$ cat config.mk
export PLATFORM = sky130hd
export DESIGN_NAME = usb_tx_encoder
export DESIGN_NICKNAME = d
export VERILOG_FILES = /design/src/rtl/usb_tx_encoder.sv
export SDC_FILE = /design/constraint.sdc
export NUM_CORES = 1
export LEC_CHECK = 0
export ABC_AREA = 0
export CORE_MARGIN = 4
export CORE_UTILIZATION = 50
export CTS_CLUSTER_DIAMETER = 30
export DETAILED_ROUTE_END_ITERATION = 6
export HOLD_SLACK_MARGIN = 0.08
export PLACE_DENSITY = 0.75
export SLEW_MARGIN = 15
export SYNTH_ARGS = -nofsm -noshare
export SYNTH_HDL_FRONTEND = slang
export SYNTH_SLANG_ARGS = --single-unit
$ cat constraint.sdc
create_clock -name clk -period 2.31 [get_ports clk]
set_input_delay 0.231 -clock clk [delete_from_list [all_inputs] [get_ports clk]]
set_output_delay 0.231 -clock clk [all_outputs]
set_load 0.02 [all_outputs]
$ cat src/rtl/usb_tx_encoder.sv
// USB full-speed transmit line encoder: SYNC, LSB-first serialisation, bit stuffing, NRZI and EOP.
// Define USB_TX_CRC16_EN to append a complemented CRC16 (over all bytes after the PID) before EOP.
module usb_tx_encoder #(
  parameter int         CLKS_PER_BIT = 8,
  parameter logic [7:0] SYNC_BYTE    = 8'h80
) (
  input  logic       clk,
  input  logic       rst,
  input  logic [7:0] tx_data,
  input  logic       tx_valid,
  input  logic       tx_last,
  output logic       tx_ready,
  output logic       d_plus,
  output logic       d_minus,
  output logic       tx_busy,
  output logic       tx_done,
  output logic       tx_err
);

  localparam int            CW      = $clog2(CLKS_PER_BIT);
  localparam logic [CW-1:0] CNT_MAX = CW'(CLKS_PER_BIT - 1);

  typedef enum logic [2:0] {
    S_IDLE    = 3'd0,
    S_SYNC    = 3'd1,
    S_DATA    = 3'd2,
`ifdef USB_TX_CRC16_EN
    S_CRC     = 3'd3,
`endif
    S_EOP_SE0 = 3'd4,
    S_EOP_J   = 3'd5
  } state_t;

  state_t        state_r;
  state_t        state_nxt_s;
  logic [CW-1:0] cnt_r;
  logic [15:0]   shreg_r;
  logic [3:0]    bit_idx_r;
  logic [2:0]    ones_r;
  logic          last_byte_r;
  logic          lvl_r;

  logic roll_s;
  logic in_ser_s;
  logic stuff_due_s;
  logic bit_last_s;
  logic byte_end_s;
  logic load_pt_s;
  logic accept_s;
  logic underrun_s;
  logic send_en_s;
  logic send_bit_s;
  logic lvl_nxt_s;
  logic dp_nxt_s;
  logic dm_nxt_s;

`ifdef USB_TX_CRC16_EN
  logic [15:0] crc_r;

  // Reflected CRC16 (poly 0x8005) over one byte, LSB first.
  function automatic logic [15:0] crc16_byte(input logic [15:0] crc, input logic [7:0] data);
    logic [15:0] c;
    c = crc;
    for (int i = 0; i < 8; i++) begin
      if (c[0] ^ data[i]) begin
        c = (c >> 1) ^ 16'hA001;
      end else begin
        c = c >> 1;
      end
    end
    return c;
  endfunction
`endif

  // State register
  always_ff @(posedge clk) begin
    if (rst) begin
      state_r <= S_IDLE;
    end else begin
      state_r <= state_nxt_s;
    end
  end

  // Bit-boundary decode and next-state selection
  always_comb begin
    roll_s = (cnt_r == CNT_MAX);
    case (state_r)
      S_SYNC, S_DATA: in_ser_s = 1'b1;
`ifdef USB_TX_CRC16_EN
      S_CRC:          in_ser_s = 1'b1;
`endif
      default:        in_ser_s = 1'b0;
    endcase
    // SYNC is never stuffed; stuffing only applies to data and CRC bits
    stuff_due_s = in_ser_s && (state_r != S_SYNC) && (ones_r >= 3'd6);
    bit_last_s  = (bit_idx_r == 4'd7);
`ifdef USB_TX_CRC16_EN
    if (state_r == S_CRC) begin
      bit_last_s = (bit_idx_r == 4'd15);
    end else begin
      bit_last_s = (bit_idx_r == 4'd7);
    end
`endif
    byte_end_s = in_ser_s && roll_s && bit_last_s && !stuff_due_s;
    load_pt_s  = byte_end_s && ((state_r == S_SYNC) || ((state_r == S_DATA) && !last_byte_r));
    accept_s   = load_pt_s && tx_valid;
    underrun_s = load_pt_s && !tx_valid;

    state_nxt_s = state_r;
    case (state_r)
      S_IDLE: begin
        if (tx_valid) begin
          state_nxt_s = S_SYNC;
        end else begin
          state_nxt_s = S_IDLE;
        end
      end
      S_SYNC, S_DATA: begin
        if (accept_s) begin
          state_nxt_s = S_DATA;
        end else if (underrun_s) begin
          state_nxt_s = S_EOP_SE0;
        end else if (byte_end_s) begin
`ifdef USB_TX_CRC16_EN
          state_nxt_s = S_CRC;
`else
          state_nxt_s = S_EOP_SE0;
`endif
        end else begin
          state_nxt_s = state_r;
        end
      end
`ifdef USB_TX_CRC16_EN
      S_CRC: begin
        if (byte_end_s) begin
          state_nxt_s = S_EOP_SE0;
        end else begin
          state_nxt_s = S_CRC;
        end
      end
`endif
      S_EOP_SE0: begin
        if (roll_s && (bit_idx_r == 4'd1)) begin
          state_nxt_s = S_EOP_J;
        end else begin
          state_nxt_s = S_EOP_SE0;
        end
      end
      S_EOP_J: begin
        if (roll_s) begin
          state_nxt_s = S_IDLE;
        end else begin
          state_nxt_s = S_EOP_J;
        end
      end
      default: state_nxt_s = S_IDLE;
    endcase
  end

  // Handshake, next line bit and NRZI/line-state selection
  always_comb begin
    tx_ready   = load_pt_s;
    send_en_s  = 1'b0;
    send_bit_s = 1'b0;
    if (state_r == S_IDLE) begin
      send_en_s  = tx_valid;
      send_bit_s = SYNC_BYTE[0];
    end else if (in_ser_s && roll_s) begin
      if (stuff_due_s) begin
        send_en_s  = 1'b1;
        send_bit_s = 1'b0;
      end else if (!bit_last_s) begin
        send_en_s  = 1'b1;
        send_bit_s = shreg_r[bit_idx_r + 4'd1];
      end else if (accept_s) begin
        send_en_s  = 1'b1;
        send_bit_s = tx_data[0];
`ifdef USB_TX_CRC16_EN
      end else if ((state_r == S_DATA) && (state_nxt_s == S_CRC)) begin
        send_en_s  = 1'b1;
        send_bit_s = ~crc_r[0];
`endif
      end else begin
        send_en_s  = 1'b0;
        send_bit_s = 1'b0;
      end
    end else begin
      send_en_s  = 1'b0;
      send_bit_s = 1'b0;
    end

    lvl_nxt_s = lvl_r;
    dp_nxt_s  = d_plus;
    dm_nxt_s  = d_minus;
    if (send_en_s) begin
      lvl_nxt_s = send_bit_s ? lvl_r : ~lvl_r;
      dp_nxt_s  = lvl_nxt_s;
      dm_nxt_s  = ~lvl_nxt_s;
    end else if (state_nxt_s == S_EOP_SE0) begin
      lvl_nxt_s = 1'b1;
      dp_nxt_s  = 1'b0;
      dm_nxt_s  = 1'b0;
    end else if ((state_nxt_s == S_EOP_J) || (state_nxt_s == S_IDLE)) begin
      lvl_nxt_s = 1'b1;
      dp_nxt_s  = 1'b1;
      dm_nxt_s  = 1'b0;
    end else begin
      lvl_nxt_s = lvl_r;
      dp_nxt_s  = d_plus;
      dm_nxt_s  = d_minus;
    end
  end

  // Bit timing, shift register, stuffing counter and registered outputs
  always_ff @(posedge clk) begin
    if (rst) begin
      cnt_r       <= {CW{1'b0}};
      shreg_r     <= 16'h0000;
      bit_idx_r   <= 4'd0;
      ones_r      <= 3'd0;
      last_byte_r <= 1'b0;
      lvl_r       <= 1'b1;
      d_plus      <= 1'b1;
      d_minus     <= 1'b0;
      tx_busy     <= 1'b0;
      tx_done     <= 1'b0;
      tx_err      <= 1'b0;
    end else begin
      if ((state_r == S_IDLE) || roll_s) begin
        cnt_r <= {CW{1'b0}};
      end else begin
        cnt_r <= cnt_r + 1'b1;
      end
      lvl_r   <= lvl_nxt_s;
      d_plus  <= dp_nxt_s;
      d_minus <= dm_nxt_s;
      tx_busy <= (state_nxt_s != S_IDLE);
      tx_done <= (state_r == S_EOP_J) && (state_nxt_s == S_IDLE);
      tx_err  <= underrun_s;

      // Run of ones restarts from zero at the start of every packet
      if (send_en_s && send_bit_s) begin
        if (state_r == S_IDLE) begin
          ones_r <= 3'd1;
        end else if (ones_r != 3'd7) begin
          ones_r <= ones_r + 3'd1;
        end else begin
          ones_r <= ones_r;
        end
      end else if (send_en_s || (state_r == S_IDLE)) begin
        ones_r <= 3'd0;
      end else begin
        ones_r <= ones_r;
      end

      if (state_r == S_IDLE) begin
        bit_idx_r <= 4'd0;
      end else if (roll_s) begin
        if (stuff_due_s) begin
          bit_idx_r <= bit_idx_r;
        end else if ((in_ser_s && bit_last_s) || (state_nxt_s != state_r)) begin
          bit_idx_r <= 4'd0;
        end else begin
          bit_idx_r <= bit_idx_r + 4'd1;
        end
      end else begin
        bit_idx_r <= bit_idx_r;
      end

      if (state_r == S_IDLE) begin
        shreg_r     <= {8'h00, SYNC_BYTE};
        last_byte_r <= 1'b0;
      end else if (accept_s) begin
        shreg_r     <= {8'h00, tx_data};
        last_byte_r <= tx_last;
`ifdef USB_TX_CRC16_EN
      end else if ((state_r == S_DATA) && (state_nxt_s == S_CRC)) begin
        shreg_r     <= ~crc_r;
        last_byte_r <= last_byte_r;
`endif
      end else begin
        shreg_r     <= shreg_r;
        last_byte_r <= last_byte_r;
      end
    end
  end

`ifdef USB_TX_CRC16_EN
  // CRC accumulates every accepted byte except the PID
  always_ff @(posedge clk) begin
    if (rst) begin
      crc_r <= 16'hFFFF;
    end else if (state_r == S_IDLE) begin
      crc_r <= 16'hFFFF;
    end else if (accept_s && (state_r == S_DATA)) begin
      crc_r <= crc16_byte(crc_r, tx_data);
    end else begin
      crc_r <= crc_r;
    end
  end
`endif

endmodule

==> flow_summary.yaml, run 1 <==
worst_setup_path:
  rrSetupSlack_ns: 0.07
  ff2ff_path_depth: 7
  path_class: "register to register"
  worst_setup_path_end_kind: "register"
  reg2reg_to: "d_minus$_SDFFE_PP0P_"
  slowest_stage: "dfxtp_1"
  critPathRequiredTime_ns: 2.56
  cp_cell_sequence: "xor2_1, nand3_2, buf_4, o21ai_0, a311oi_2, and2_1, o31a_1"
  startpoint_type: "register"
  max_stage_delay_ns: 0.50
  r2r-start: "state_r[1]$_SDFF_PP0_"
  cp_max_fo: 5
  crit_arrival_ns: 2.49
place:
  placed_cells: 262
  detailed_place_hpwl_um: 3040
  placed_area_um2: 1950
  pre_cts_ws_ns: -0.0179
  port_buffers: 17
  globalplace.congestion: 0.866
power_and_ir_drop:
  p_leak_nw: 0.751
  p_sw_w: 0.000222
  p_int_w: 0.000733
  total_power_w: 0.000955
  p_clk_share_pct: 34.5
  power_density_nw_per_um2: 439
  ir_drop_v: 0.000306
  power_frac_seq_pct: 52.8
  p_sw_share_pct: 23.2
  combPwrFrac_pct: 12.7
logic_synthesis:
  ys_seq_area_share_pct: 33.9
  yosysWarnings: 0
  async_flop_share_pct: 0
  synth_flop_cell: "dfxtp_1"
  avgSynthCellArea_um2: 8.51
  synth_seq_cells: 28
  yosys.area.top_type: "dfxtp_1"
  ys_types: 52
  netlist.area_leader.share_pct: 33.9
  syn_inst: 194
  synth_area_leaders: "dfxtp_1, ha_1, nand2_1"
  synth-edff-count: 0
  syn-cell-area_um2: 1650
  syn-num-nets: 213
sta:
  clock.fmax_mhz: 446
  relSlewSlack_pct: 66.2
  min_period_over_period_pct: 97.0
  skew_ns: 0.00273
  fin_crit_ns: 2.24
  finalSetupViolCount: 0
  rsz0062_at_grt: "true"
  worst_pin_slew_ns: 0.506
  setup_slack_ns: 0.0686
  hold_viol: 0
  finalMaxSlewViolations: 0
floorplan:
  die_h_um: 65.5
  die-area_um2: 4290
  coreArea_um2: 3100
  rows: 20
  ioPinCount: 18
  initial_utilization_pct: 53.2
  die_x_um: 65.5
clock_tree:
  clockBufferDepth: 2
  htreeDepth: 1
  cts-root-buf: "clkbuf_4"
  cts.reportedPaths.clkPinSlew_ns: 0.15
  cts_inserted_buffers: 3
  clock_latency_ns: 0.34
  cts.sinks: 28
  ctsHoldBuffers: 0
  cts_tree: "done"
detailed_routing:
  vias_per_cell: 6.00
  num_vias: 1608
  routedWlPerCell_um: 15.9
  drt_iter0_drc: 89
  dr.pass1.iters: 4
  final_antenna_net_count: 0
  routed_wirelength_um: 4270
  route.detailed.drc: 0
run:
  drv_cap: 0
grt:
  antenna_found_initial: 0
  grt_pass1_wl_um: 6570
  grt_max_degree: 17
  grt_overflow_total: 0
  grt_pass1_vias: 1469
  grt_usage_pct: 19.7
finish:
  final_area_um2: 2180
  layout-drive-gt1-share_pct: 27.7
  antenna_cells: 0
  final_common_cell: "dfxtp_1"
  final_cell_mix: "dfxtp_1, nand2_1, buf_4"
  seqCellArea_um2: 567
  n_fill_cell: 235
  layoutNonFillerInstCount: 268
  area_growth_pct: 31.7
  fin_nets: 244
  multi_input_area_um2: 1150
run_status:
  status: "finished, final reports clean"
hold_path:
  min_from: "tx_data[3]"
  min_path_cells: 3
  hp-class: "primary input to register"
  min_to: "shreg_r[3]$_SDFFE_PP0P_"
metal layers:
layer  global-route usage [%]  share of wire (%)  wire (µm)
met5                        0                  0          0
met4                     9.84                2.2         92
met3                     2.56                5.0        212
met2                     32.6                 51       2170
met1                     25.1                 42       1790
worst max-delay path, delay by kind of cell, from the launching register on:
kind            cells  cell delay (ns)
flops               1             0.50
simple gates        2             0.38
buf+inv             1             0.18
xor+xnor            1             0.33
compound gates      3             0.77
synthesized netlist by cell type, types with 2 or more instances:
| cell | instances |
|---|---|
| dfxtp_1 | 28 |
| nand2_1 | 22 |
| a21oi_1 | 15 |
| nand3_1 | 12 |
| nor2_1 | 9 |
| ha_1 | 7 |
| and2_1 | 6 |
| inv_1 | 6 |
| mux2i_1 | 6 |
| nor3b_1 | 6 |
| a211oi_1 | 5 |
| buf_2 | 5 |
| nor3_1 | 5 |
| a31oi_1 | 4 |
| o211ai_1 | 4 |
| clkbuf_1 | 3 |
| inv_2 | 3 |
| o21ai_0 | 3 |
| o31ai_1 | 3 |
| or3_1 | 3 |
| a21o_1 | 2 |
| and3_1 | 2 |
| buf_4 | 2 |
| nor2b_1 | 2 |
| o22ai_1 | 2 |
| o31a_1 | 2 |
| or3b_1 | 2 |
timing repair:
action                     CTS  global route
resized for setup            8            31
setup endpoints to repair    3             9
pin swaps                    3            16
setup buffers                0             2
hold endpoints to repair     0             0
through the flow:
step	setup TNS [ns]	util, %	hold slack [ns]
floorplan	0	-	0.307
global placement	0	62.8	0.414
detailed placement	-0.0179	62.8	0.435
CTS	0	65.4	0.424
global route	-0.160	70.1	0.424
finish	0	70.1	0.430
sequential cells by signal, summed over array words and instances, names as in the netlist:
name / count
tx_busy: 1
bit_idx_r: 4
cnt_r: 3
lvl_r: 1
ones_r: 3
tx_err: 1
state_r: 3
d_plus: 1
shreg_r: 8
last_byte_r: 1
tx_done: 1
d_minus: 1
power groups by stage:
stage | clock [W] | sequential [W] | combinational (W)
final | 0.000329 | 0.000504 | 0.000122
after global routing | 0.000358 | 0.000506 | 0.000130
after CTS | 0.000335 | 0.000502 | 0.000110
after detailed placement | 0 | 0.000513 | 0.000109
after global placement | 0 | 0.000512 | 0.000107
after floorplan | 0 | 0.000516 | 0.0000569
layout make-up:
cell class                      count  area share (%)
Tap cell                           44            2.53
Clock buffer                        3            1.04
Multi-Input combinational cell    146            52.7
Inverter                            9            1.55
Sequential cell                    28            26.0
Timing Repair Buffer               37            14.7
Clock inverter                      1            1.38
worst max-delay path by stage:
stage                                 endpoint  slack (ns)  cells after the start                      start
final                     d_minus$_SDFFE_PP0P_        0.07                      7      state_r[1]$_SDFF_PP0_
after global placement    d_minus$_SDFFE_PP0P_        0.06                      8  bit_idx_r[1]$_SDFFE_PP0P_
after CTS                 d_minus$_SDFFE_PP0P_       0.009                      9  bit_idx_r[1]$_SDFFE_PP0P_
after floorplan           d_minus$_SDFFE_PP0P_        0.03                      9  bit_idx_r[1]$_SDFFE_PP0P_
after detailed placement  d_minus$_SDFFE_PP0P_       -0.02                      8  bit_idx_r[1]$_SDFFE_PP0P_
after global routing        lvl_r$_SDFFE_PP1P_       -0.03                      8  bit_idx_r[1]$_SDFFE_PP0P_
logic make-up (layout without fill, tap and decap cells):
family	after synthesis	in the layout	synth area share [%]
simple gates	79	79	26.7
mux	6	6	3.64
fa+ha+maj	7	7	5.30
compound gates	53	53	24.1
xor+xnor	1	1	0.530
buf+inv	20	50	5.83
flops	28	28	33.9
Note: power is estimated with default switching activity, not from simulation.
==> run 2: changes to the inputs <==
--- a/config.mk
+++ b/config.mk
@@ -5,13 +5,14 @@
 export SDC_FILE = /design/constraint.sdc
 export NUM_CORES = 1
 export LEC_CHECK = 0
-export ABC_AREA = 0
+export ABC_AREA = 1
 export CORE_MARGIN = 4
-export CORE_UTILIZATION = 50
+export CORE_UTILIZATION = 49
 export CTS_CLUSTER_DIAMETER = 30
 export DETAILED_ROUTE_END_ITERATION = 6
+export GPL_TIMING_DRIVEN = 0
 export HOLD_SLACK_MARGIN = 0.08
-export PLACE_DENSITY = 0.75
+export PLACE_DENSITY = 0.74
 export SLEW_MARGIN = 15
 export SYNTH_ARGS = -nofsm -noshare
 export SYNTH_HDL_FRONTEND = slang
==> flow_summary.yaml, run 2 <==
floorplan:
  ioPinCount: 18
  initial_utilization_pct: 50.9
  coreArea_um2: 3030
  rows: 20
  die_h_um: 64.1
  die_x_um: 64.1
  die-area_um2: 4100
finish:
  seqCellArea_um2: 561
  area_growth_pct: 15.9
  multi_input_area_um2: 848
  top_register: "shreg_r"
  largest_reg_flops: 8
  final_cell_mix: "nand2_1, inv_1, dfxtp_1"
  n_fill_cell: 297
  layout-drive-gt1-share_pct: 14.3
  fin_nets: 258
  final_common_cell: "nand2_1"
  largest_registers: "shreg_r x8, bit_idx_r x4"
  antenna_cells: 0
logic_synthesis:
  ys_seq_area_share_pct: 36.4
  syn-cell-area_um2: 1540
  netlist.area_leader.share_pct: 36.4
  synth_flop_cell: "dfxtp_1"
  syn-num-nets: 236
  yosysWarnings: 0
  async_flop_share_pct: 0
  yosys.area.top_type: "dfxtp_1"
  synth_most_common_cell: "nand2_1"
  ys_types: 28
  synth_area_leaders: "dfxtp_1, nand2_1, nand3_1"
  synth_seq_cells: 28
  syn_inst: 217
  synth-edff-count: 0
  avgSynthCellArea_um2: 7.10
  synthTopCellsByCount: "nand2_1, inv_1, dfxtp_1, nand3_1, nor2_1"
detailed_routing:
  routed_wirelength_um: 2860
  vias_per_cell: 4.81
  num_vias: 1351
  dr.pass1.iters: 4
  route.detailed.drc: 0
  final_antenna_net_count: 0
  routedWlPerCell_um: 10.2
  drt_iter0_drc: 62
sta:
  finalSetupViolCount: 0
  fin_crit_ns: 2.10
  skew_ns: 0.0153
  finalMaxSlewViolations: 0
  worst_pin_slew_ns: 0.460
  hold_slack_ns: 0.429
  hold_viol: 0
  rsz0062_at_grt: "false"
  clock.fmax_mhz: 476
  min_period_over_period_pct: 91.0
  relSlewSlack_pct: 69.3
  final.setup.tns_ns: 0
place:
  port_buffers: 17
  detailed_place_hpwl_um: 2280
  globalplace.congestion: 0.801
clock_tree:
  cts_tree: "done"
  cts-root-buf: "clkbuf_4"
  cts.reportedPaths.clkPinSlew_ns: 0.15
  cts_inserted_buffers: 3
  htreeDepth: 1
  clockBufferDepth: 2
  cts.sinks: 28
  ctsHoldBuffers: 0
  clock_latency_ns: 0.33
worst_setup_path:
  crit_arrival_ns: 1.87
  critPathRequiredTime_ns: 2.08
  startpoint_type: "register"
  path_class: "register to output port"
  cp_max_fo: 4
  worst_setup_path_end_kind: "output port"
power_and_ir_drop:
  ir_drop_v: 0.000366
  power_density_nw_per_um2: 462
  p_leak_nw: 0.771
grt:
  grt_max_degree: 15
  grt_pass1_vias: 1213
  antenna_found_initial: 0
  grt_usage_pct: 15.4
  grt_overflow_total: 0
  grt_pass1_wl_um: 5100
run:
  drv_cap: 0
run_status:
  status: "finished, final reports clean"
hold_path:
  hp-class: "register to register"
## run 2: logic make-up after synthesis
kind of cell	share of synthesized area [%]
buf+inv	8.69
simple gates	35.2
flops	36.4
xor+xnor	1.71
fa+ha+maj	5.69
compound gates	12.3
## run 2: what timing repair did
item	4_1_cts	5_1_grt
buffers inserted	0	0
endpoints found under the setup margin	1	1
gates resized for setup	2	2
hold endpoints to repair	0	0
## run 2: layout make-up
| class | instances | area share (%) |
|---|---|---|
| Buffer | 4 | 0.981 |
| Clock buffer | 3 | 1.26 |
| Inverter | 31 | 6.52 |
| Multi-Input combinational cell | 154 | 47.5 |
| Sequential cell | 28 | 31.4 |
| Tap cell | 44 | 3.08 |
| Timing Repair Buffer | 17 | 9.25 |
## run 2: worst max-delay path: stages, from the launching register on
cell,delay [ns]
dfxtp_1,0.40
inv_1,0.06
ha_1,0.20
nand2_1,0.07
nand2_1,0.06
nand3_1,0.12
nand2_1,0.12
inv_1,0.12
nand2_4,0.07
nor2_2,0.13
clkbuf_2,0.19
## run 2: final timing paths
kind,depth (start not counted),endpoint,from,slack (ns)
hold / removal,1,cnt_r[0]$_SDFF_PP0_,cnt_r[0]$_SDFF_PP0_,0.43
hold reg to reg,1,cnt_r[0]$_SDFF_PP0_,cnt_r[0]$_SDFF_PP0_,0.43
setup / recovery,10,tx_ready,ones_r[0]$_SDFFE_PP0P_,0.21
setup reg to reg,14,d_plus$_SDFFE_PP1P_,ones_r[0]$_SDFFE_PP0P_,0.36
## run 2: power breakdown
| part | leakage, nW | switching [W] | internal (W) |
|---|---|---|---|
| Clock | 0.0138 | 0.000140 | 0.0000614 |
| Sequential | 0.228 | 0.00000925 | 0.000497 |
| Combinational | 0.530 | 0.0000643 | 0.0000531 |
## run 2: per-layer routing
layer  share of wire (%)  up-vias  GRT usage, %  wire length [µm]
met5                   0        -             0                 0
met4                 1.2        0          4.85                34
met3                 4.8        5          4.22               137
met2                  42       20          24.9              1210
met1                  52      588          19.7              1480
li1                    -      738             -                 -
## run 2: stage by stage
step                      std cells  setup slack (ns)  util, %  total power [W]  cell area, µm²
after CTS                       281           0.00301     59.0         0.000837            1790
after global placement          278             0.108     58.3         0.000634            1770
after global routing            281            0.0508     59.0         0.000872            1790
after detailed placement        278            0.0953     58.3         0.000634            1770
after floorplan                 217             0.504        -         0.000589            1540
final                           281             0.208     59.0         0.000825            1790
==> run 3: changes to the inputs <==
--- a/config.mk
+++ b/config.mk
@@ -12,7 +12,9 @@
 export DETAILED_ROUTE_END_ITERATION = 6
 export GPL_TIMING_DRIVEN = 0
 export HOLD_SLACK_MARGIN = 0.08
+export MAX_ROUTING_LAYER = met4
 export PLACE_DENSITY = 0.74
+export SKIP_LAST_GASP = 1
 export SLEW_MARGIN = 15
 export SYNTH_ARGS = -nofsm -noshare
 export SYNTH_HDL_FRONTEND = slang
==> flow_summary.yaml, run 3 (synthesized netlist as in run 2, its figures left out) <==
power_and_ir_drop:
  power_density_nw_per_um2: 462
  ir_drop_v: 0.000366
  total_power_w: 0.000825
  p_leak_nw: 0.771
worst_setup_path:
  cp_max_fo: 4
  crit_family: "simple AND/OR/NAND/NOR gates"
  ff2ff_path_depth: 14
  r2r-start: "ones_r[0]$_SDFFE_PP0P_"
  crit_cells: 10
  cp_cell_sequence: "inv_1, ha_1, nand2_1, nand2_1, nand3_1, nand2_1, inv_1, nand2_4, nor2_2, clkbuf_2"
  cpMostUsedCell: "nand2_1"
  startpoint_type: "register"
  crit_arrival_ns: 1.87
  worst_setup_path_end_kind: "output port"
  max_stage_delay_ns: 0.40
  slowest_stage: "dfxtp_1"
  cp.buffers_inverters: 3
  critPathRequiredTime_ns: 2.08
  path_class: "register to output port"
  critPathLaunch: "ones_r[0]$_SDFFE_PP0P_"
sta:
  relSlewSlack_pct: 69.3
  final.setup.tns_ns: 0
  fin_crit_ns: 2.10
  worst_pin_slew_ns: 0.460
  clock.fmax_mhz: 476
  rsz0062_at_grt: "false"
  min_period_over_period_pct: 90.9
  finalMaxSlewViolations: 0
  hold_slack_ns: 0.429
  skew_ns: 0.0153
  finalSetupViolCount: 0
  hold_viol: 0
floorplan:
  rows: 20
  coreArea_um2: 3030
  initial_utilization_pct: 50.9
  die-area_um2: 4100
  die_h_um: 64.1
  die_x_um: 64.1
  ioPinCount: 18
detailed_routing:
  routed_wirelength_um: 2860
  route.detailed.drc: 0
  vias_per_cell: 4.82
  routedWlPerCell_um: 10.2
  final_antenna_net_count: 0
  num_vias: 1354
  dr.pass1.iters: 4
  drt_iter0_drc: 62
run:
  drv_cap: 0
finish:
  area_growth_pct: 15.9
  antenna_cells: 0
  final_cell_mix: "nand2_1, inv_1, dfxtp_1"
  top_register: "shreg_r"
  largest_registers: "shreg_r x8, bit_idx_r x4"
  largest_reg_flops: 8
  final_area_um2: 1790
  final_common_cell: "nand2_1"
  layout-drive-gt1-share_pct: 14.3
  fin_nets: 258
clock_tree:
  htreeDepth: 1
  clockBufferDepth: 2
  cts_tree: "done"
  cts.sinks: 28
  clock_latency_ns: 0.34
  post_cts_buffers: 0
  cts_inserted_buffers: 3
  cts.reportedPaths.clkPinSlew_ns: 0.15
  cts-root-buf: "clkbuf_4"
hold_path:
  min_path_cells: 1
  hp-class: "register to register"
  min_from: "cnt_r[0]$_SDFF_PP0_"
place:
  port_buffers: 17
  detailed_place_hpwl_um: 2280
  globalplace.congestion: 0.813
  placed_area_um2: 1770
grt:
  grt_pass1_vias: 1213
  antenna_found_initial: 0
  grt_max_degree: 15
  grt_usage_pct: 15.8
  grt_overflow_total: 0
  grt_pass1_wl_um: 5100
run_status:
  status: "finished, final reports clean"
## run 3: cell counts in the layout (fill, tap and decap cells not counted)
Identical to the previous run, type by type.
## run 3: cell type report
type,instances,area (µm²)
clock buffer,3,22.5
tap,44,55.1
fill,297,1240
multi-input combinational,154,848
sequential,28,561
buffer,4,17.5
inverter,31,116
timing repair buffer,17,165
## run 3: per-layer routing
layer / vias up / wire [µm] / share of wire, % / GRT usage, %
met5: - / 0 / 0 / -
met1: 591 / 1480 / 52 / 19.7
li1: 738 / - / - / -
met3: 5 / 138 / 4.8 / 4.22
met4: 0 / 34 / 1.2 / 4.85
met2: 20 / 1210 / 42 / 24.9
## run 3: through the flow
step / worst slack (ns) / cells / utilization, %
detailed placement: 0.0953 / 278 / 58.3
CTS: 0.00301 / 281 / 59.0
global placement: 0.108 / 278 / 58.3
global route: 0.0508 / 281 / 59.0
floorplan: 0.504 / 217 / -
finish: 0.210 / 281 / 59.0
## run 3: repair_timing
action / in CTS / in global routing
hold buffers: 0 / 0
gates resized for setup: 2 / 2
endpoints found under the setup margin: 1 / 1
## run 3: path summary, 6_finish.rpt
path / end / slack [ns]
setup reg to reg: d_plus$_SDFFE_PP1P_ / 0.36
setup / recovery: tx_ready / 0.21
hold reg to reg: cnt_r[0]$_SDFF_PP0_ / 0.43
hold / removal: cnt_r[0]$_SDFF_PP0_ / 0.43
## run 3: report_power, final
group	switching [W]	leakage, nW	total (W)	internal [W]
logic	0.0000643	0.530	0.000117	0.0000531
registers	0.00000926	0.228	0.000506	0.000497
clock network	0.000140	0.0138	0.000201	0.0000614
